[src/rtl/bmp_copy_seq_pkg.sv]
// Shared constants and types for the BMP ROM->RAM copy sequencer.
// Holds the data/address widths, the BMP header layout and the FSM state encoding.
package bmp_copy_seq_pkg;

    localparam int BYTE_WIDTH = 8;
    localparam int ADDR_WIDTH = 20;
    localparam int HDR_SIZE   = 54;

    localparam int OFS_SIZE   = 2;
    localparam int OFS_OFFSET = 10;
    localparam int OFS_WIDTH  = 18;
    localparam int OFS_HEIGHT = 22;
    localparam int OFS_BPP    = 28;

    typedef logic [BYTE_WIDTH-1:0] byte_t;
    typedef logic [ADDR_WIDTH-1:0] addr_t;

    localparam byte_t SIG0 = 8'h42;
    localparam byte_t SIG1 = 8'h4D;

    typedef enum logic [2:0] {
        S_IDLE = 3'd0,
        S_HDR  = 3'd1,
        S_PIX  = 3'd2,
        S_DONE = 3'd3,
        S_ERR  = 3'd4
    } state_t;

endpackage

[src/rtl/bmp_copy_seq_if.sv]
// Start/ROM/RAM/status bundle of the BMP copy sequencer.
// master = the sequencer, slave = start logic plus ROM/RAM models.
interface bmp_copy_seq_if;
    import bmp_copy_seq_pkg::*;

    logic        in_valid;
    byte_t       ROM_Q;
    logic        ROM_valid;
    addr_t       ROM_addr;
    logic        RAM_valid;
    byte_t       RAM_D;
    addr_t       RAM_addr;
    logic        busy;
    logic        done;
    logic        error;
    logic [31:0] file_size;
    logic [31:0] pix_offset;
    logic [31:0] img_width;
    logic [31:0] img_height;
    logic [15:0] img_bpp;

    modport master (
        input  in_valid, ROM_Q,
        output ROM_valid, ROM_addr, RAM_valid, RAM_D, RAM_addr,
        output busy, done, error,
        output file_size, pix_offset, img_width, img_height, img_bpp
    );

    modport slave (
        output in_valid, ROM_Q,
        input  ROM_valid, ROM_addr, RAM_valid, RAM_D, RAM_addr,
        input  busy, done, error,
        input  file_size, pix_offset, img_width, img_height, img_bpp
    );

endinterface

[src/rtl/bmp_copy_seq_hdr_parser.sv]
// BMP header field capture on the ROM return path, plus signature/size/offset checks.
// Checks are combinational on the arriving byte so the sequencer can abort on that edge.
module bmp_copy_seq_hdr_parser
    import bmp_copy_seq_pkg::*;
#(
    parameter int unsigned MAX_SIZE = 786486
) (
    input  logic        clk,
    input  logic        rst_n,
    input  logic        i_clr,
    input  logic        i_valid,
    input  addr_t       i_idx,
    input  byte_t       i_data,
    output logic [31:0] o_file_size,
    output logic [31:0] o_pix_offset,
    output logic [31:0] o_img_width,
    output logic [31:0] o_img_height,
    output logic [15:0] o_img_bpp,
    output logic        o_sig_err,
    output logic        o_size_err,
    output logic        o_off_err
);

    localparam logic [31:0] MAX_SIZE_W = 32'(MAX_SIZE);
    localparam logic [31:0] HDR_SIZE_W = 32'(HDR_SIZE);

    logic [31:0] r_file_size;
    logic [31:0] r_pix_offset;
    logic [31:0] r_img_width;
    logic [31:0] r_img_height;
    logic [15:0] r_img_bpp;
    logic [31:0] w_size_val;

    always_ff @(posedge clk or negedge rst_n) begin
        if (!rst_n) begin
            r_file_size  <= '0;
            r_pix_offset <= '0;
            r_img_width  <= '0;
            r_img_height <= '0;
            r_img_bpp    <= '0;
        end else if (i_clr) begin
            r_file_size  <= '0;
            r_pix_offset <= '0;
            r_img_width  <= '0;
            r_img_height <= '0;
            r_img_bpp    <= '0;
        end else if (i_valid) begin
            // Little-endian: byte lane n of each field sits at field offset + n.
            for (int lane = 0; lane < 4; lane++) begin
                if (i_idx == addr_t'(OFS_SIZE + lane))   r_file_size[lane*8 +: 8]  <= i_data;
                if (i_idx == addr_t'(OFS_OFFSET + lane)) r_pix_offset[lane*8 +: 8] <= i_data;
                if (i_idx == addr_t'(OFS_WIDTH + lane))  r_img_width[lane*8 +: 8]  <= i_data;
                if (i_idx == addr_t'(OFS_HEIGHT + lane)) r_img_height[lane*8 +: 8] <= i_data;
            end
            for (int lane = 0; lane < 2; lane++) begin
                if (i_idx == addr_t'(OFS_BPP + lane))    r_img_bpp[lane*8 +: 8]    <= i_data;
            end
        end
    end

    assign w_size_val = {i_data, r_file_size[23:0]};

    assign o_sig_err  = i_valid && (((i_idx == addr_t'(0)) && (i_data != SIG0)) ||
                                    ((i_idx == addr_t'(1)) && (i_data != SIG1)));
    assign o_size_err = i_valid && (i_idx == addr_t'(OFS_SIZE + 3)) &&
                        ((w_size_val < HDR_SIZE_W) || (w_size_val > MAX_SIZE_W));

`ifdef HEADER_STRIP_EN
    logic [31:0] w_off_val;
    assign w_off_val = {i_data, r_pix_offset[23:0]};
    assign o_off_err = i_valid && (i_idx == addr_t'(OFS_OFFSET + 3)) &&
                       ((w_off_val < HDR_SIZE_W) || (w_off_val >= r_file_size));
`else
    assign o_off_err = 1'b0;
`endif

    assign o_file_size  = r_file_size;
    assign o_pix_offset = r_pix_offset;
    assign o_img_width  = r_img_width;
    assign o_img_height = r_img_height;
    assign o_img_bpp    = r_img_bpp;

endmodule

[src/rtl/bmp_copy_seq.sv]
// BMP ROM->RAM copy sequencer: 1 byte/cycle stream with on-the-fly header parse and checks.
// Optional HEADER_STRIP_EN: header bytes are parsed but not written; pixels land at RAM_addr 0.
//
//   state  | meaning
//   IDLE   | after reset, waiting for in_valid
//   HDR    | issuing header reads 0..53, checks active on returns
//   PIX    | issuing reads up to file_size-1, draining returns
//   DONE   | copy complete, done high until next start
//   ERR    | check failed, reads stopped, error high until next start
module bmp_copy_seq
    import bmp_copy_seq_pkg::*;
#(
    parameter int unsigned MAX_SIZE = 786486
) (
    input  logic           clk,
    input  logic           rst_n,
    bmp_copy_seq_if.master bus
);

    localparam addr_t HDR_LAST = addr_t'(HDR_SIZE - 1);

    if (64'(MAX_SIZE) >= (64'd1 << ADDR_WIDTH)) begin : g_size_chk
        $error("MAX_SIZE does not fit in ROM_addr");
    end

    state_t      r_state;
    state_t      w_state_nxt;
    logic        r_rom_valid;
    addr_t       r_rom_addr;
    logic        r_ret_valid;
    addr_t       r_ret_idx;
    logic        r_ram_valid;
    byte_t       r_ram_d;
    addr_t       r_ram_addr;
    logic        r_last_wr;

    logic        w_start;
    logic        w_abort;
    logic        w_sig_err;
    logic        w_size_err;
    logic        w_off_err;
    logic [31:0] w_file_size;
    logic [31:0] w_pix_offset;
    addr_t       w_last_addr;
    logic        w_issue_last;
    logic        w_ret_last;
    logic        w_wr_en;
    addr_t       w_wr_addr;

    bmp_copy_seq_hdr_parser #(.MAX_SIZE(MAX_SIZE)) u_hdr_parser (
        .clk          (clk),
        .rst_n        (rst_n),
        .i_clr        (w_start),
        .i_valid      (r_ret_valid),
        .i_idx        (r_ret_idx),
        .i_data       (bus.ROM_Q),
        .o_file_size  (w_file_size),
        .o_pix_offset (w_pix_offset),
        .o_img_width  (bus.img_width),
        .o_img_height (bus.img_height),
        .o_img_bpp    (bus.img_bpp),
        .o_sig_err    (w_sig_err),
        .o_size_err   (w_size_err),
        .o_off_err    (w_off_err)
    );

    assign w_start     = bus.in_valid && ((r_state == S_IDLE) || (r_state == S_DONE) || (r_state == S_ERR));
    assign w_abort     = w_sig_err || w_size_err || w_off_err;
    assign w_last_addr = w_file_size[ADDR_WIDTH-1:0] - addr_t'(1);

    // file_size is only complete once byte 5 is in; any index >= 53 is past that point.
    assign w_issue_last = r_rom_valid && (r_rom_addr >= HDR_LAST) && (r_rom_addr == w_last_addr);
    assign w_ret_last   = r_ret_valid && (r_ret_idx >= HDR_LAST) && (r_ret_idx == w_last_addr);

`ifdef HEADER_STRIP_EN
    assign w_wr_en   = r_ret_valid && !w_abort && (r_ret_idx >= addr_t'(HDR_SIZE)) &&
                       (r_ret_idx >= w_pix_offset[ADDR_WIDTH-1:0]);
    assign w_wr_addr = r_ret_idx - w_pix_offset[ADDR_WIDTH-1:0];
`else
    assign w_wr_en   = r_ret_valid && !w_abort;
    assign w_wr_addr = r_ret_idx;
`endif

    always_ff @(posedge clk or negedge rst_n) begin
        if (!rst_n) r_state <= S_IDLE;
        else        r_state <= w_state_nxt;
    end

    always_comb begin
        w_state_nxt = r_state;
        unique case (r_state)
            S_IDLE, S_DONE, S_ERR: begin
                if (bus.in_valid) w_state_nxt = S_HDR;
            end
            S_HDR: begin
                if (w_abort)                                         w_state_nxt = S_ERR;
                else if (r_rom_valid && (r_rom_addr == HDR_LAST))    w_state_nxt = S_PIX;
            end
            S_PIX: begin
                if (w_abort)        w_state_nxt = S_ERR;
                else if (r_last_wr) w_state_nxt = S_DONE;
            end
            default: w_state_nxt = S_IDLE;
        endcase
    end

    always_ff @(posedge clk or negedge rst_n) begin
        if (!rst_n) begin
            r_rom_valid <= 1'b0;
            r_rom_addr  <= '0;
            r_ret_valid <= 1'b0;
            r_ret_idx   <= '0;
            r_ram_valid <= 1'b0;
            r_ram_d     <= '0;
            r_ram_addr  <= '0;
            r_last_wr   <= 1'b0;
        end else if (w_start) begin
            r_rom_valid <= 1'b1;
            r_rom_addr  <= '0;
            r_ret_valid <= 1'b0;
            r_ret_idx   <= '0;
            r_ram_valid <= 1'b0;
            r_ram_d     <= '0;
            r_ram_addr  <= '0;
            r_last_wr   <= 1'b0;
        end else begin
            // An abort also drops the read issued this cycle, so nothing stays in flight.
            r_ret_valid <= r_rom_valid && !w_abort;
            if (w_abort) begin
                r_rom_valid <= 1'b0;
            end else if (r_rom_valid) begin
                if (w_issue_last) r_rom_valid <= 1'b0;
                else              r_rom_addr  <= r_rom_addr + addr_t'(1);
            end
            if (r_ret_valid) r_ret_idx <= r_ret_idx + addr_t'(1);
            r_ram_valid <= w_wr_en;
            if (w_wr_en) begin
                r_ram_d    <= bus.ROM_Q;
                r_ram_addr <= w_wr_addr;
            end
            r_last_wr <= w_ret_last && !w_abort;
        end
    end

    assign bus.ROM_valid  = r_rom_valid;
    assign bus.ROM_addr   = r_rom_addr;
    assign bus.RAM_valid  = r_ram_valid;
    assign bus.RAM_D      = r_ram_d;
    assign bus.RAM_addr   = r_ram_addr;
    assign bus.busy       = (r_state == S_HDR) || (r_state == S_PIX);
    assign bus.done       = (r_state == S_DONE);
    assign bus.error      = (r_state == S_ERR);
    assign bus.file_size  = w_file_size;
    assign bus.pix_offset = w_pix_offset;

endmodule

[src/flat_wrapper.sv]
// flat-port wrapper written by rule: the top's interface ports become plain ports
module bmp_copy_seq_flat import bmp_copy_seq_pkg::*;
#(
    parameter int unsigned MAX_SIZE = 786486
)
  (clk, rst_n, bus_in_valid, bus_ROM_Q, bus_ROM_valid, bus_ROM_addr, bus_RAM_valid, bus_RAM_D, bus_RAM_addr, bus_busy, bus_done, bus_error, bus_file_size, bus_pix_offset, bus_img_width, bus_img_height, bus_img_bpp);
  bmp_copy_seq_if bus_i ();
  input  logic clk;
  input  logic rst_n;
  input wire logic [$bits(bus_i.in_valid)-1:0] bus_in_valid;
  input wire logic [$bits(bus_i.ROM_Q)-1:0] bus_ROM_Q;
  output wire logic [$bits(bus_i.ROM_valid)-1:0] bus_ROM_valid;
  output wire logic [$bits(bus_i.ROM_addr)-1:0] bus_ROM_addr;
  output wire logic [$bits(bus_i.RAM_valid)-1:0] bus_RAM_valid;
  output wire logic [$bits(bus_i.RAM_D)-1:0] bus_RAM_D;
  output wire logic [$bits(bus_i.RAM_addr)-1:0] bus_RAM_addr;
  output wire logic [$bits(bus_i.busy)-1:0] bus_busy;
  output wire logic [$bits(bus_i.done)-1:0] bus_done;
  output wire logic [$bits(bus_i.error)-1:0] bus_error;
  output wire logic [$bits(bus_i.file_size)-1:0] bus_file_size;
  output wire logic [$bits(bus_i.pix_offset)-1:0] bus_pix_offset;
  output wire logic [$bits(bus_i.img_width)-1:0] bus_img_width;
  output wire logic [$bits(bus_i.img_height)-1:0] bus_img_height;
  output wire logic [$bits(bus_i.img_bpp)-1:0] bus_img_bpp;
  assign bus_i.in_valid = bus_in_valid;
  assign bus_i.ROM_Q = bus_ROM_Q;
  assign bus_ROM_valid = bus_i.ROM_valid;
  assign bus_ROM_addr = bus_i.ROM_addr;
  assign bus_RAM_valid = bus_i.RAM_valid;
  assign bus_RAM_D = bus_i.RAM_D;
  assign bus_RAM_addr = bus_i.RAM_addr;
  assign bus_busy = bus_i.busy;
  assign bus_done = bus_i.done;
  assign bus_error = bus_i.error;
  assign bus_file_size = bus_i.file_size;
  assign bus_pix_offset = bus_i.pix_offset;
  assign bus_img_width = bus_i.img_width;
  assign bus_img_height = bus_i.img_height;
  assign bus_img_bpp = bus_i.img_bpp;
  bmp_copy_seq #(.MAX_SIZE(MAX_SIZE)) u_core (.clk(clk), .rst_n(rst_n), .bus(bus_i));
endmodule
[config.mk]
export PLATFORM = sky130hd
export DESIGN_NAME = bmp_copy_seq_flat
export DESIGN_NICKNAME = d
export VERILOG_FILES = /design/src/rtl/bmp_copy_seq_pkg.sv /design/src/rtl/bmp_copy_seq_if.sv /design/src/rtl/bmp_copy_seq_hdr_parser.sv /design/src/rtl/bmp_copy_seq.sv /design/src/flat_wrapper.sv
export SDC_FILE = /design/constraint.sdc
export NUM_CORES = 1
export LEC_CHECK = 0
export BUFFER_PORTS_ARGS = -buffer_cell sky130_fd_sc_hd__clkbuf_2
export CORE_ASPECT_RATIO = 1.5
export CORE_MARGIN = 4
export CORE_UTILIZATION = 55
export CTS_CLUSTER_DIAMETER = 40
export DETAILED_ROUTE_END_ITERATION = 12
export PLACE_DENSITY = 0.79
export SLEW_MARGIN = 15
export SYNTH_ARGS = -nofsm -noshare
export SYNTH_HDL_FRONTEND = slang
export SYNTH_SLANG_ARGS = --single-unit
[constraint.sdc]
create_clock -name clk -period 8 [get_ports clk]
set_input_delay 1.2 -clock clk [delete_from_list [all_inputs] [get_ports clk]]
set_output_delay 1.2 -clock clk [all_outputs]
set_load 0.01 [all_outputs]
## After elaboration in Yosys (flattened, before gate mapping)

Cells that the tools add are included.
Widths: inputs -> output; s select.

| word-level totals | value |
|---|---|
| bits in registers | 219 |
| bits of input ports | 11 |
| logic and storage cells | 183 |

| operators by class | value |
|---|---|
| reductions and logical operators | 65 |
| eq/ne operators | 33 |
| muxes and demuxes | 51 |
| magnitude comparators | 4 |
| add/sub/neg operators | 3 |

Operator list:

| cell | count |
|---|---|
| $mux 32 | 8 |
| $eq 20x5->1 const B | 10 |
| $mux 20 | 8 |
| $mux 8 | 20 |
| $eq 20x4->1 const B | 4 |
| $reduce_bool 2->1 | 21 |
| $add 20x1->20 const B | 2 |
| $eq 20x2->1 const B | 2 |
| $eq 20x20->1 | 2 |
| $eq 20x3->1 const B | 2 |
| $ge 20x6->1 const B | 2 |
| $reduce_and 2->1 | 18 |
| $gt 32x20->1 const B | 1 |
| $lt 32x6->1 const B | 1 |
| $mux 16 | 2 |
| $eq 20x1->1 const B | 1 |
| $eq 20x6->1 const B | 1 |
| $logic_not 20->1 | 1 |
| $sub 20x1->20 const B | 1 |
| $ne 8x7->1 const B | 2 |
| $mux 3 | 5 |
| $logic_and 1x1->1 | 14 |
| $pmux 3 s3 | 1 |
| $mux 1 | 7 |
| other kinds (10) | 20 |

## Depth between registers and ports, before layout

Gate-level depths: netlist of run 1.

| logic depth | value |
|---|---|
| word-level depth | 9 |
| depth in mapped cells | 13 |
| mapped depth without buffers | 10 |

## By module

From an unflattened synthesis of run 1, not the netlist that was laid out.

| unflattened totals | value |
|---|---|
| cells, all modules | 1101 |
| area, all modules | 11503.5 um2 |

Modules (own cells, without submodules):

| module | instances | cells an instance | area each (um2) | sequential area each (um2) |
|---|---|---|---|---|
| bmp_copy_seq_hdr_parser | 1 | 592 | 6784.0 | 3603.5 |
| bmp_copy_seq | 1 | 509 | 4719.5 | 1876.8 |

## Worst setup path before layout of run 1

Ideal clock, no wire load.

| path | value |
|---|---|
| path type | input to register |
| start | input bus_ROM_Q[1] |
| end | register u_core.r_rom_addr[1] (netlist: u_core.bus.ROM_addr[1]) |
| library setup time | 78 ps |
| data required time | 7922 ps |
| data arrival time | 3139 ps |
| slack | 4783 ps |
| stages | 10 |
| path through | nor2b_1 > o2bb2ai_1 > a311o_1 > a21o_1 > a21oi_1 > nand2b_4 > clkbuf_1 > buf_2 > o21ai_1 > a21oi_1 |

| between the ends | value |
|---|---|
| word-level cells in the longest chain between the ends | 7 |

Ends and longest elaborated chain:

| item | line | RTL |
|---|---|---|
| from (decl) | flat_wrapper.sv:11 | `input wire logic [$bits(bus_i.ROM_Q)-1:0] bus_ROM_Q;` |
| parallel branches: the longest is 4 deep, another holds $lt 32x6->1 | - |  |
| $logic_or 1x1->1 * | bmp_copy_seq.sv:68 | `assign w_abort = w_sig_err \|\| w_size_err \|\| w_off_err;` |
| $ne 2x2->1 (no source line) * | - |  |
| $reduce_and 3->1 (no source line) * | - |  |
| to (signal assigned) | bmp_copy_seq.sv:133 | `else r_rom_addr <= r_rom_addr + addr_t'(1);` |
| to (decl) | bmp_copy_seq.sv:29 | `addr_t r_rom_addr;` |

Every way passes the cells marked *.
A chain may end at the register's enable or synchronous reset.

## Worst setup path in the final report of run 1

| path | value |
|---|---|
| start | register u_core.u_hdr_parser.r_file_size[12] (netlist: u_core.u_hdr_parser.o_file_size[12]) |
| end | register u_core.r_last_wr |

| between the ends | value |
|---|---|
| word-level cells in the longest chain between the ends | 7 |

Ends and longest elaborated chain:

| item | line | RTL |
|---|---|---|
| from (decl) | bmp_copy_seq_hdr_parser.sv:27 | `logic [31:0] r_file_size;` |
| from (signal, indexed assignment) | bmp_copy_seq_hdr_parser.sv:50 | `if (i_idx == addr_t'(OFS_SIZE + lane)) r_file_size[lane*8 +: 8] <= i_data;` |
| parallel branches: the longest is 5 deep, another holds $sub 20x1->20 | - |  |
| $logic_and 1x1->1 * | bmp_copy_seq.sv:141 | `r_last_wr <= w_ret_last && !w_abort;` |
| $mux 1 * | bmp_copy_seq.sv:117 | `end else if (w_start) begin` |
| to (signal assigned) | bmp_copy_seq.sv:141 |  |
| to (decl) | bmp_copy_seq.sv:35 | `logic r_last_wr;` |

Marked as above.

==> metrics.txt, run 1 <==
Via density 5.93; synthesis warning total 0; Hold Vio Cnt, Final 0; area of the die 0.0224 mm2; Unique masters post-synth 73; Num CTS Buffers 25; dpl ws 4.03 ns; CTS sink cnt 219; register area 0.00548 mm2; Tmin final 3.66 ns; post-CTS setup buffer count 0; Slew headroom 25.1%; Worst Hold Class register to register; Clock Path Buffers 3; # fillers 1,620; Die X 124 um; max-cap violations 0; Ports 208; average wire per standard cell 19.6 um; Mapped Nets 1,252; Startpoint Class register; via count 9,890; worst-margin pin slew 1.12 ns; buffers added on ports 207; Pwr per Cell Area 357 mW/mm2; initial antenna violation count 0; clock latency on the worst-skew pair 0.52 ns; Routed WL 32,700 um; TNS Setup 0 ns; Total GRT Usage 29.3%; Initial Utilization 55.9%; share of layout cells above drive strength 1 20.0%; sequential-to-total area share from yosys stat 49.7%; Cells after Synth 1,232; DP HPWL 22,500 um; CP Max Fanout 29; antenna viol nets, final 0; multi-input logic area 0.00515 mm2; post-CTS sizing 0; initial drt markers 884; GPL Wtd Cong 0.903; status completed; area grow syn2layout 17.8%; Worst-path clk slew 0.06 ns; final cycle utilization of the critical path 45.8%; P_leak 0.00626 uW; final setup fails 0; drt first pass iters 6; Final nets 1,408; first-pass GRT wire length 52,500 um; Core Area 0.0197 mm2; Post-synth EDFFs 0; CP Capture Type register; hold buffer count at cts 0; RSZ-0062 raised after global routing no; largest net degree at the start of global routing 107; Post-Place Cells 1,621; ant diodes 0; H-tree depth 1; ys async rst share 100%; Final WS setup 4.34 ns; Non-Filler Instances 1,667; fmax 273 MHz; die span in y 181 um; DRC viols 0; vias in the first global route 9,759; clk_skew 0.0141 ns; Max VDD drop 0.233 mV; CTS root buf clkbuf_16; CTS tree done; Slew Viols, Final 0; worst setup path category register to register; Post-synth top flop dfrtp_1; total gr overflow 0; data arrival time of the worst path 4.06 ns; Syn Area/Cell 8.95 um2; Post-Syn Area 0.0110 mm2; Rows 63; CP required 8.40 ns; register bit total from synthesis 219
-- cells in the mapped netlist (4+ instances only) --
cell type / count / area share, %
nand3_1: 34 / 1.5
nand4_1: 19 / 1.1
nor3_1: 23 / 1.0
o21ai_0: 7 / 0.32
nand2b_1: 9 / 0.51
or3_1: 12 / 0.68
dfrtp_1: 219 / 50
a21oi_1: 148 / 6.7
nor4_1: 17 / 0.97
mux2i_1: 56 / 5.1
or4_1: 16 / 1.1
xnor2_1: 36 / 2.9
nand2_1: 282 / 9.6
inv_1: 16 / 0.54
nor2b_1: 6 / 0.34
xor2_1: 29 / 2.3
o31ai_1: 14 / 0.95
clkbuf_1: 70 / 2.4
buf_2: 7 / 0.32
nor2_1: 113 / 3.8
and3_1: 8 / 0.45
nand4b_1: 4 / 0.32
and2_1: 7 / 0.40
ha_1: 9 / 1.0
a31oi_1: 6 / 0.34
-- routing by layer --
metal,vias up,share of wire (%),GRT usage (%)
met2,458,51,49.8
met5,-,0,0
li1,4515,-,-
met4,0,4.5,12.2
met3,117,7.8,5.73
met1,4800,37,36.1
-- per-stage QoR --
| stage | utilization, % | hold slack, ns | power (uW) | area (um2) |
|---|---|---|---|---|
| finish | 65.9 | 0.518 | 4630 | 13000 |
| global placement | 61.4 | 0.502 | 3380 | 12100 |
| detailed placement | 61.4 | 0.511 | 3430 | 12100 |
| floorplan | - | 0.491 | 2930 | 11000 |
| CTS | 65.8 | 0.519 | 4620 | 13000 |
| global route | 65.9 | 0.539 | 4900 | 13000 |
-- cells by family (layout without fill, tap and decap cells) --
logic type | count (synthesis) | count (layout) | share of synthesized area (%)
AOI/OAI and AO/OA | 206 | 206 | 10.8
and+or+nand+nor | 573 | 573 | 23.9
adders and majority gates | 9 | 9 | 1.02
xor gates and xnor gates | 67 | 67 | 5.59
buffers and inverters | 102 | 277 | 3.89
muxes | 56 | 56 | 5.09
DFF | 219 | 219 | 49.7
-- final timing paths --
kind                                                             to  cells after the start  slack [ns]                                start
min in group asynchronous                   u_core.bus.RAM_addr[15]                      1        0.65                                rst_n
worst min-delay path            u_core.u_hdr_parser.o_img_width[27]                      2        0.52  u_core.u_hdr_parser.o_img_width[27]
worst min register to register  u_core.u_hdr_parser.o_img_width[27]                      2        0.52  u_core.u_hdr_parser.o_img_width[27]
worst max-delay path                               u_core.r_last_wr                      8        4.34  u_core.u_hdr_parser.o_file_size[12]
max in group asynchronous          u_core.u_hdr_parser.o_img_bpp[4]                      2        5.91                                rst_n
worst max register to register                     u_core.r_last_wr                      8        4.34  u_core.u_hdr_parser.o_file_size[12]
-- worst max-delay path, stage by stage (launching register included) --
cell and delay (ns):
dfrtp_1 0.55, or4_4 0.58, or3_4 0.38, o311ai_1 0.30
a221o_1 0.25, a21oi_1 0.12, nor2b_4 0.85, and2_1 0.25
nor4b_1 0.25
-- cell usage in the layout, fill, tap and decap left out, types with 6 or more instances in the layout --
cell type / count
clkbuf_2: 206
or3_1: 12
xnor2_1: 36
mux2i_1: 56
and2_1: 7
nor2_1: 112
o31ai_1: 14
ha_1: 9
nand3_1: 34
and3_1: 8
clkbuf_16: 25
a21oi_1: 148
nand4_1: 19
clkbuf_8: 6
buf_4: 8
inv_1: 16
xor2_1: 29
dfrtp_1: 219
nand2_1: 282
nor3_1: 23
a31oi_1: 6
nand2b_1: 9
o21ai_0: 7
or4_1: 16
nor4_1: 15
-- flip-flops by register name (all words and copies together) (netlist names) --
| name | count |
|---|---|
| u_core.u_hdr_parser.o_img_height | 32 |
| u_core.bus.ROM_addr | 20 |
| u_core.r_ret_valid | 1 |
| u_core.u_hdr_parser.o_img_width | 32 |
| u_core.bus.RAM_addr | 20 |
| u_core.bus.RAM_D | 8 |
| u_core.bus.RAM_valid | 1 |
| u_core.u_hdr_parser.o_pix_offset | 32 |
| u_core.u_hdr_parser.o_file_size | 32 |
| u_core.r_ret_idx | 20 |
| u_core.r_state | 3 |
| u_core.u_hdr_parser.o_img_bpp | 16 |
| u_core.r_last_wr | 1 |
| u_core.bus.ROM_valid | 1 |
-- report_power, final --
part	switching, uW	leakage, uW	total [uW]	internal (uW)
Combinational	1230	0.00280	2020	789
Clock	481	0.000424	1180	700
Sequential	224	0.00303	1430	1210
Total	1940	0.00626	4630	2700
-- area by class of cell --
type / instances / area share [%]
clock buffers: 34 / 5.46
clock inverters: 12 / 1.22
inverters: 16 / 0.462
multi-input cells: 911 / 39.6
flip-flops and latches: 219 / 42.2
well taps: 260 / 2.51
repair buffers: 215 / 8.51
No activity file was read; power rests on OpenSTA's default activity.
==> run 2, diff against run 1 <==
--- a/config.mk
+++ b/config.mk
@@ -8,10 +8,10 @@
 export BUFFER_PORTS_ARGS = -buffer_cell sky130_fd_sc_hd__clkbuf_2
 export CORE_ASPECT_RATIO = 1.5
 export CORE_MARGIN = 4
-export CORE_UTILIZATION = 55
+export CORE_UTILIZATION = 51
 export CTS_CLUSTER_DIAMETER = 40
 export DETAILED_ROUTE_END_ITERATION = 12
-export PLACE_DENSITY = 0.79
+export PLACE_DENSITY = 0.77
 export SLEW_MARGIN = 15
 export SYNTH_ARGS = -nofsm -noshare
 export SYNTH_HDL_FRONTEND = slang
==> constraint.sdc (replaced) <==
create_clock -name clk -period 3.3 [get_ports clk]
set_input_delay 0.495 -clock clk [delete_from_list [all_inputs] [get_ports clk]]
set_output_delay 0.495 -clock clk [all_outputs]
set_load 0.01 [all_outputs]
==> metrics.txt, run 2 (synthesized netlist as in run 1, its figures left out) <==
buffers added on ports 207 (unchanged); area grow syn2layout 22.5% (was 17.8%); worst-margin pin slew 0.873 ns (was 1.12 ns); Num CTS Buffers 27 (was 25); Routed WL 34,000 um (was 32,700 um); Tmin final 3.12 ns (was 3.66 ns); data arrival time of the worst path 3.55 ns (was 4.06 ns); vias in the first global route 9,964 (was 9,759); CTS root buf clkbuf_16 (unchanged); logic gate share of total power 45.9% (was 43.7%); Die X 128 um (was 124 um); Pwr per Cell Area 894 mW/mm2 (was 357 mW/mm2); met2 usage 48.9% (was 49.8%); max-cap violations 0 (unchanged); antenna viol nets, final 0 (unchanged); CP Max Fanout 32 (was 29); met1 GRT Util 32.3% (was 36.1%); share of layout cells above drive strength 1 22.8% (was 20.0%); Ports 208 (unchanged); CTS tree done (unchanged); CP Capture Type register (unchanged); first-pass GRT wire length 54,100 um (was 52,500 um); RSZ-0062 raised after global routing no (unchanged); commonest non-fill, non-tap cell in the layout nand2_1 (unchanged); clk_skew 0.0252 ns (was 0.0141 ns); Core Area 0.0211 mm2 (was 0.0197 mm2); GRT Max-Usage Layer met2 (unchanged); largest net degree at the start of global routing 169 (was 107); TNS Setup 0 ns (unchanged); DP HPWL 23,700 um (was 22,500 um); area of the die 0.0241 mm2 (was 0.0224 mm2); initial antenna violation count 3 (was 0); clock latency on the worst-skew pair 0.54 ns (was 0.52 ns); Final WS setup 0.184 ns (was 4.34 ns); register area 0.00548 mm2 (unchanged); H-tree depth 1 (unchanged); final setup fails 0 (unchanged); worst setup path category register to register (unchanged); average wire per standard cell 19.7 um (was 19.6 um); Rows 65 (was 63); fmax 321 MHz (was 273 MHz); P_leak 0.00656 uW (was 0.00626 uW); total gr overflow 0 (unchanged); CTS sink cnt 219 (unchanged); Via density 5.77 (was 5.93); final cycle utilization of the critical path 94.4% (was 45.8%); DRC viols 0 (unchanged); worst hold margin -0.0191 ns (was 0.518 ns); drt first pass iters 5 (was 6); Final nets 1,454 (was 1,408); met3 Track Usage GR 5.30% (was 5.73%); Initial Utilization 52.1% (was 55.9%); Worst Hold Class input pin to async pin (was register to register); Hold Vio Cnt, Final 15 (was 0); multi-input logic area 0.00515 mm2 (about the same); Slew Viols, Final 0 (unchanged); status complete, but fails checks (was completed); Slew headroom 41.3% (was 25.1%); P_sw 4810 uW (was 1940 uW); Startpoint Class register (unchanged); Total GRT Usage 27.8% (was 29.3%); dpl ws 0.145 ns (was 4.03 ns); via count 9,954 (was 9,890); clock power share 26.9% (was 25.5%); # fillers 1,814 (was 1,620); internal power 7260 uW (was 2700 uW); Seq pwr share 27.2% (was 30.9%); Max VDD drop 0.552 mV (was 0.233 mV); failing checks negative hold slack; post-CTS setup buffer count 0 (unchanged); GPL Wtd Cong 0.918 (was 0.903); most frequent cells in the layout 282 x nand2_1, 219 x dfrtp_1, 206 x clkbuf_2 (unchanged); die span in y 188 um (was 181 um); Clock Path Buffers 3 (unchanged); Worst-path clk slew 0.06 ns (about the same); switch share 39.9% (was 41.8%); initial drt markers 668 (was 884); CP required 3.74 ns (was 8.40 ns)
==> run 2: cell types whose count changed in the layout (fill, tap and decap cells not counted), moves of 2 or more <==
cell	delta
clkinv_8	-2
buf_4	+40
clkbuf_8	-2
buf_12	+4
clkbuf_1	-3
nor4_1	+2
diode_2	+3
bufinv_16	+4
nor4_2	-2
clkbuf_16	+2
==> run 2: layout make-up <==
type	count	area share [%]
inverters	16	0.445
multi-input cells	911	38.1
well taps	268	2.48
clock inverters	17	1.96
repair buffers	259	11.0
clock buffers	31	5.34
diodes	3	0.0556
flip-flops and latches	219	40.6
==> run 2: worst max-delay path, cell delays in order, from the launching register on <==
cell,delay (ns)
dfrtp_1,0.38
or4_4,0.57
or3_4,0.37
o311ai_1,0.30
a221o_1,0.24
a21oi_1,0.11
nand2b_4,0.30
or4_1,0.57
a21oi_1,0.15
==> run 2: routing by layer <==
| metal | wire, um | vias up | part of all wire, % |
|---|---|---|---|
| met5 | 0 | - | 0 |
| met4 | 1540 | 0 | 4.5 |
| met3 | 2330 | 84 | 6.9 |
| met2 | 17700 | 375 | 52 |
| met1 | 12400 | 4880 | 37 |
| li1 | - | 4615 | - |
==> run 2: what timing repair did <==
| action | in CTS | in global routing |
|---|---|---|
| endpoints found under the setup margin | 0 | 3 |
| hold buffers | 0 | 0 |
| gates resized for setup | 0 | 3 |
==> run 2: worst paths after layout <==
path	start	to	slack (ns)	depth (start not counted)
worst max-delay path	u_core.u_hdr_parser.o_file_size[14]	u_core.bus.ROM_addr[4]	0.18	8
worst min-delay path	rst_n	u_core.bus.RAM_addr[13]	-0.02	1
worst max register to register	u_core.u_hdr_parser.o_file_size[14]	u_core.bus.ROM_addr[4]	0.18	8
worst min register to register	u_core.u_hdr_parser.o_img_width[25]	u_core.u_hdr_parser.o_img_width[25]	0.52	2
max in group asynchronous	rst_n	u_core.u_hdr_parser.o_img_height[24]	2.45	2
min in group clk	bus_in_valid	u_core.r_state[0]	0.28	2
==> run 2: power by group through the flow <==
stage | Clock, uW | Combinational [uW] | Sequential (uW)
2_1_floorplan | 0 | 3810 | 3280
3_3_place_gp | 0 | 5400 | 3310
3_5_place_dp | 0 | 5500 | 3320
4_1_cts | 3270 | 5520 | 3270
5_1_grt | 3380 | 6050 | 3320
6_report | 3250 | 5540 | 3280
==> run 2: per-stage QoR <==
step	cell area, um2	hold slack [ns]	power [uW]	util (%)	instances
detailed placement	12500	0.512	8820	59.1	1673
CTS	13500	0.0153	12100	63.8	1721
floorplan	11000	0.199	7100	-	1232
finish	13500	-0.0191	12100	63.8	1724
global route	13500	0.0428	12700	63.8	1724
global placement	12500	0.503	8710	59.1	1673
==> run 3, diff against run 2 <==
--- a/config.mk
+++ b/config.mk
@@ -5,12 +5,14 @@
 export SDC_FILE = /design/constraint.sdc
 export NUM_CORES = 1
 export LEC_CHECK = 0
+export ABC_AREA = 1
 export BUFFER_PORTS_ARGS = -buffer_cell sky130_fd_sc_hd__clkbuf_2
 export CORE_ASPECT_RATIO = 1.5
 export CORE_MARGIN = 4
 export CORE_UTILIZATION = 51
 export CTS_CLUSTER_DIAMETER = 40
 export DETAILED_ROUTE_END_ITERATION = 12
+export GPL_TIMING_DRIVEN = 0
 export PLACE_DENSITY = 0.77
 export SLEW_MARGIN = 15
 export SYNTH_ARGS = -nofsm -noshare
==> metrics.txt, run 3 <==
synth cell count leaders 422 x nand2_1, 219 x dfrtp_1, 116 x inv_1 (was 282 x nand2_1, 219 x dfrtp_1, 148 x a21oi_1); Hold Vio Cnt, Final 0 (was 15); final cycle utilization of the critical path 81.6% (was 94.4%); sequential-to-total area share from yosys stat 49.7% (about the same); Slew Viols, Final 0 (unchanged); Final nets 1,636 (was 1,454); average wire per standard cell 17.6 um (was 19.7 um); Max VDD drop 0.628 mV (was 0.552 mV); area grow syn2layout 20.1% (was 22.5%); Critical Path, Cell by Cell inv_2 > ha_1 > nand2_2 > o21ai_0 > nand2_1 > inv_1 > nor2_1 > nor2_1 > nand2_1 > nor2_1 > nand3_1 > nand2_2 > buf_6 > nand3_1 > nand2_1 (was or4_4 > or3_4 > o311ai_1 > a221o_1 > a21oi_1 > nand2b_4 > or4_1 > a21oi_1); worst setup path category register to register (unchanged); via count 10,400 (was 9,954); Routed WL 33,400 um (was 34,000 um); P_leak 0.00695 uW (was 0.00656 uW); area of the die 0.0241 mm2 (about the same); clock power share 21.0% (was 26.9%); Syn Area/Cell 7.98 um2 (was 8.95 um2); commonest non-fill, non-tap cell in the layout nand2_1 (unchanged); share of layout cells above drive strength 1 21.4% (was 22.8%); Via density 5.45 (was 5.77); logic gate share of total power 44.0% (was 45.9%); worst-margin pin slew 0.748 ns (was 0.873 ns); Pwr per Cell Area 941 mW/mm2 (was 894 mW/mm2); first-pass GRT wire length 53,400 um (was 54,100 um); Tmin final 2.69 ns (was 3.12 ns); switch share 44.5% (was 39.9%); initial drt markers 791 (was 668); clock latency on the worst-skew pair 0.52 ns (was 0.54 ns); post-CTS setup buffer count 0 (unchanged); post-CTS sizing 0 (unchanged); CP required 3.76 ns (was 3.74 ns); largest net degree at the start of global routing 98 (was 169); Startpoint Class register (unchanged); Rows 65 (unchanged); R2R depth 15 (was 8); P_sw 5550 uW (was 4810 uW); Slowest-stage cell, CP dfrtp_1 (was or4_4); Final WS setup 0.607 ns (was 0.184 ns); data arrival time of the worst path 3.15 ns (was 3.55 ns); GPL Wtd Cong 0.982 (was 0.918); most common cell in the synthesized netlist nand2_1 (unchanged); CP Max Fanout 10 (was 32); fmax 371 MHz (was 321 MHz); Worst Hold Class input pin to register (was input pin to async pin); FF-to-FF Start u_core.u_hdr_parser.o_file_size[0] (was u_core.u_hdr_parser.o_file_size[14]); Clock Path Buffers 3 (unchanged); Mapped Nets 1,400 (was 1,252); total gr overflow 0 (unchanged); R2R Setup Slk 0.61 ns (was 0.18 ns); # fillers 1,883 (was 1,814); buffers added on ports 207 (unchanged); post-route cell area 0.0132 mm2 (was 0.0135 mm2); Ports 208 (unchanged); final setup fails 0 (unchanged); Post-synth top flop dfrtp_1 (unchanged); H-tree depth 1 (unchanged); dpl ws 0.686 ns (was 0.145 ns); critical path capture point u_core.bus.ROM_addr[5] (was u_core.bus.ROM_addr[4]); CP peak stage delay 0.48 ns (was 0.57 ns); most frequent cells in the layout 422 x nand2_1, 219 x dfrtp_1, 207 x clkbuf_2 (was 282 x nand2_1, 219 x dfrtp_1, 206 x clkbuf_2); clk_skew 0.0247 ns (was 0.0252 ns); synthesis warning total 0 (unchanged); Slew headroom 50.1% (was 41.3%); CTS tree done (unchanged); DP HPWL 25,500 um (was 23,700 um); register bit total from synthesis 219 (unchanged); drt first pass iters 5 (unchanged); Non-Filler Instances 1,900 (was 1,724); hold buffer count at cts 1 (was 0); Post-synth EDFFs 0 (unchanged); ant diodes 0 (was 3); Total GRT Usage 27.7% (was 27.8%); total power 12,500 uW (was 12,100 uW); Die X 128 um (about the same); max-cap violations 0 (unchanged); DRC viols 0 (unchanged); antenna viol nets, final 0 (unchanged); r2r endpoint u_core.bus.ROM_addr[5] (was u_core.bus.ROM_addr[4]); Unique masters post-synth 48 (was 73); Core Area 0.0211 mm2 (unchanged); RSZ-0062 raised after global routing no (unchanged); worst hold margin 0.418 ns (was -0.0191 ns); Synth top area share 49.7% (about the same); Synth area leaders dfrtp_1 50%, nand2_1 14%, o21ai_0 5.1% (was dfrtp_1 50%, nand2_1 9.6%, a21oi_1 6.7%); Worst-path clk slew 0.06 ns (about the same); Post-Syn Area 0.0110 mm2 (about the same); Post-Place Cells 1,857 (was 1,673); CTS sink cnt 219 (unchanged); CP Capture Type register (unchanged); Initial Utilization 52.1% (about the same); ys async rst share 100% (unchanged); Cells after Synth 1,380 (was 1,232); die span in y 188 um (about the same); CTS root buf clkbuf_16 (unchanged); cell accounting for the most synthesized area dfrtp_1 (unchanged); Critical Path Source u_core.u_hdr_parser.o_file_size[0] (was u_core.u_hdr_parser.o_file_size[14]); vias in the first global route 10,200 (was 9,964); status completed (was complete, but fails checks); placed inst area 0.0125 mm2 (about the same); internal power 6910 uW (was 7260 uW); initial antenna violation count 0 (was 3); Num CTS Buffers 24 (was 27); Seq pwr share 35.0% (was 27.2%)
run 3: how the worst min path moves through the flow:
stage / endpoint / cells past startpoint / from
floorplan: u_core.bus.RAM_D[0] / 0 / rst_n
global placement: u_core.bus.RAM_D[5] / 2 / u_core.bus.RAM_D[5]
detailed placement: u_core.u_hdr_parser.o_pix_offset[23] / 1 / rst_n
CTS: u_core.bus.RAM_D[4] / 5 / bus_ROM_Q[4]
global route: u_core.u_hdr_parser.o_pix_offset[14] / 2 / rst_n
finish: u_core.bus.RAM_D[4] / 5 / bus_ROM_Q[4]
run 3: metal layers:
layer / wire, um / part of all wire [%] / GRT usage, % / up-vias
met5: 0 / 0 / 0 / -
met4: 1530 / 4.6 / 11.3 / 0
met3: 2570 / 7.7 / 6.01 / 100
met2: 16900 / 51 / 49.0 / 398
met1: 12400 / 37 / 32.1 / 4930
li1: - / - / - / 4926
run 3: final cells by class:
class                   count  area (um2)  area share [%]
multi-input cells         972        4730            35.7
well taps                 268         335            2.53
plain buffers              51         277            2.09
inverters                 138         531            4.01
flip-flops and latches    219        5480            41.4
repair buffers            210        1110            8.38
clock buffers              30         654            4.94
clock inverters            12         120           0.907
run 3: cells by family after synthesis:
family	synth area share, %
simple gates	30.5
flops	49.7
buf+inv	7.32
compound gates	8.78
xor+xnor	2.67
fa+ha+maj	1.02
run 3: through the flow:
stage	utilization, %	setup TNS (ns)
after floorplan	-	0
after global placement	58.6	-542.05
after detailed placement	58.9	0
after CTS	62.6	0
after global routing	62.6	0
final	62.6	0
run 3: power groups by stage:
stage / Sequential, uW / Combinational [uW] / Clock (uW)
6_report: 4360 / 5470 / 2620
5_1_grt: 4460 / 6060 / 2780
4_1_cts: 4340 / 5480 / 2650
3_5_place_dp: 4360 / 5460 / 0
3_3_place_gp: 4350 / 5340 / 0
2_1_floorplan: 4600 / 3040 / 0
run 3: worst max-delay path: cells and delay by family, from the launching register on:
family                     cells  cell delay [ns]
AOI/OAI and AO/OA              1             0.23
DFF                            1             0.48
adders and majority gates      1             0.28
buffers and inverters          3             0.47
and+or+nand+nor               10             1.17
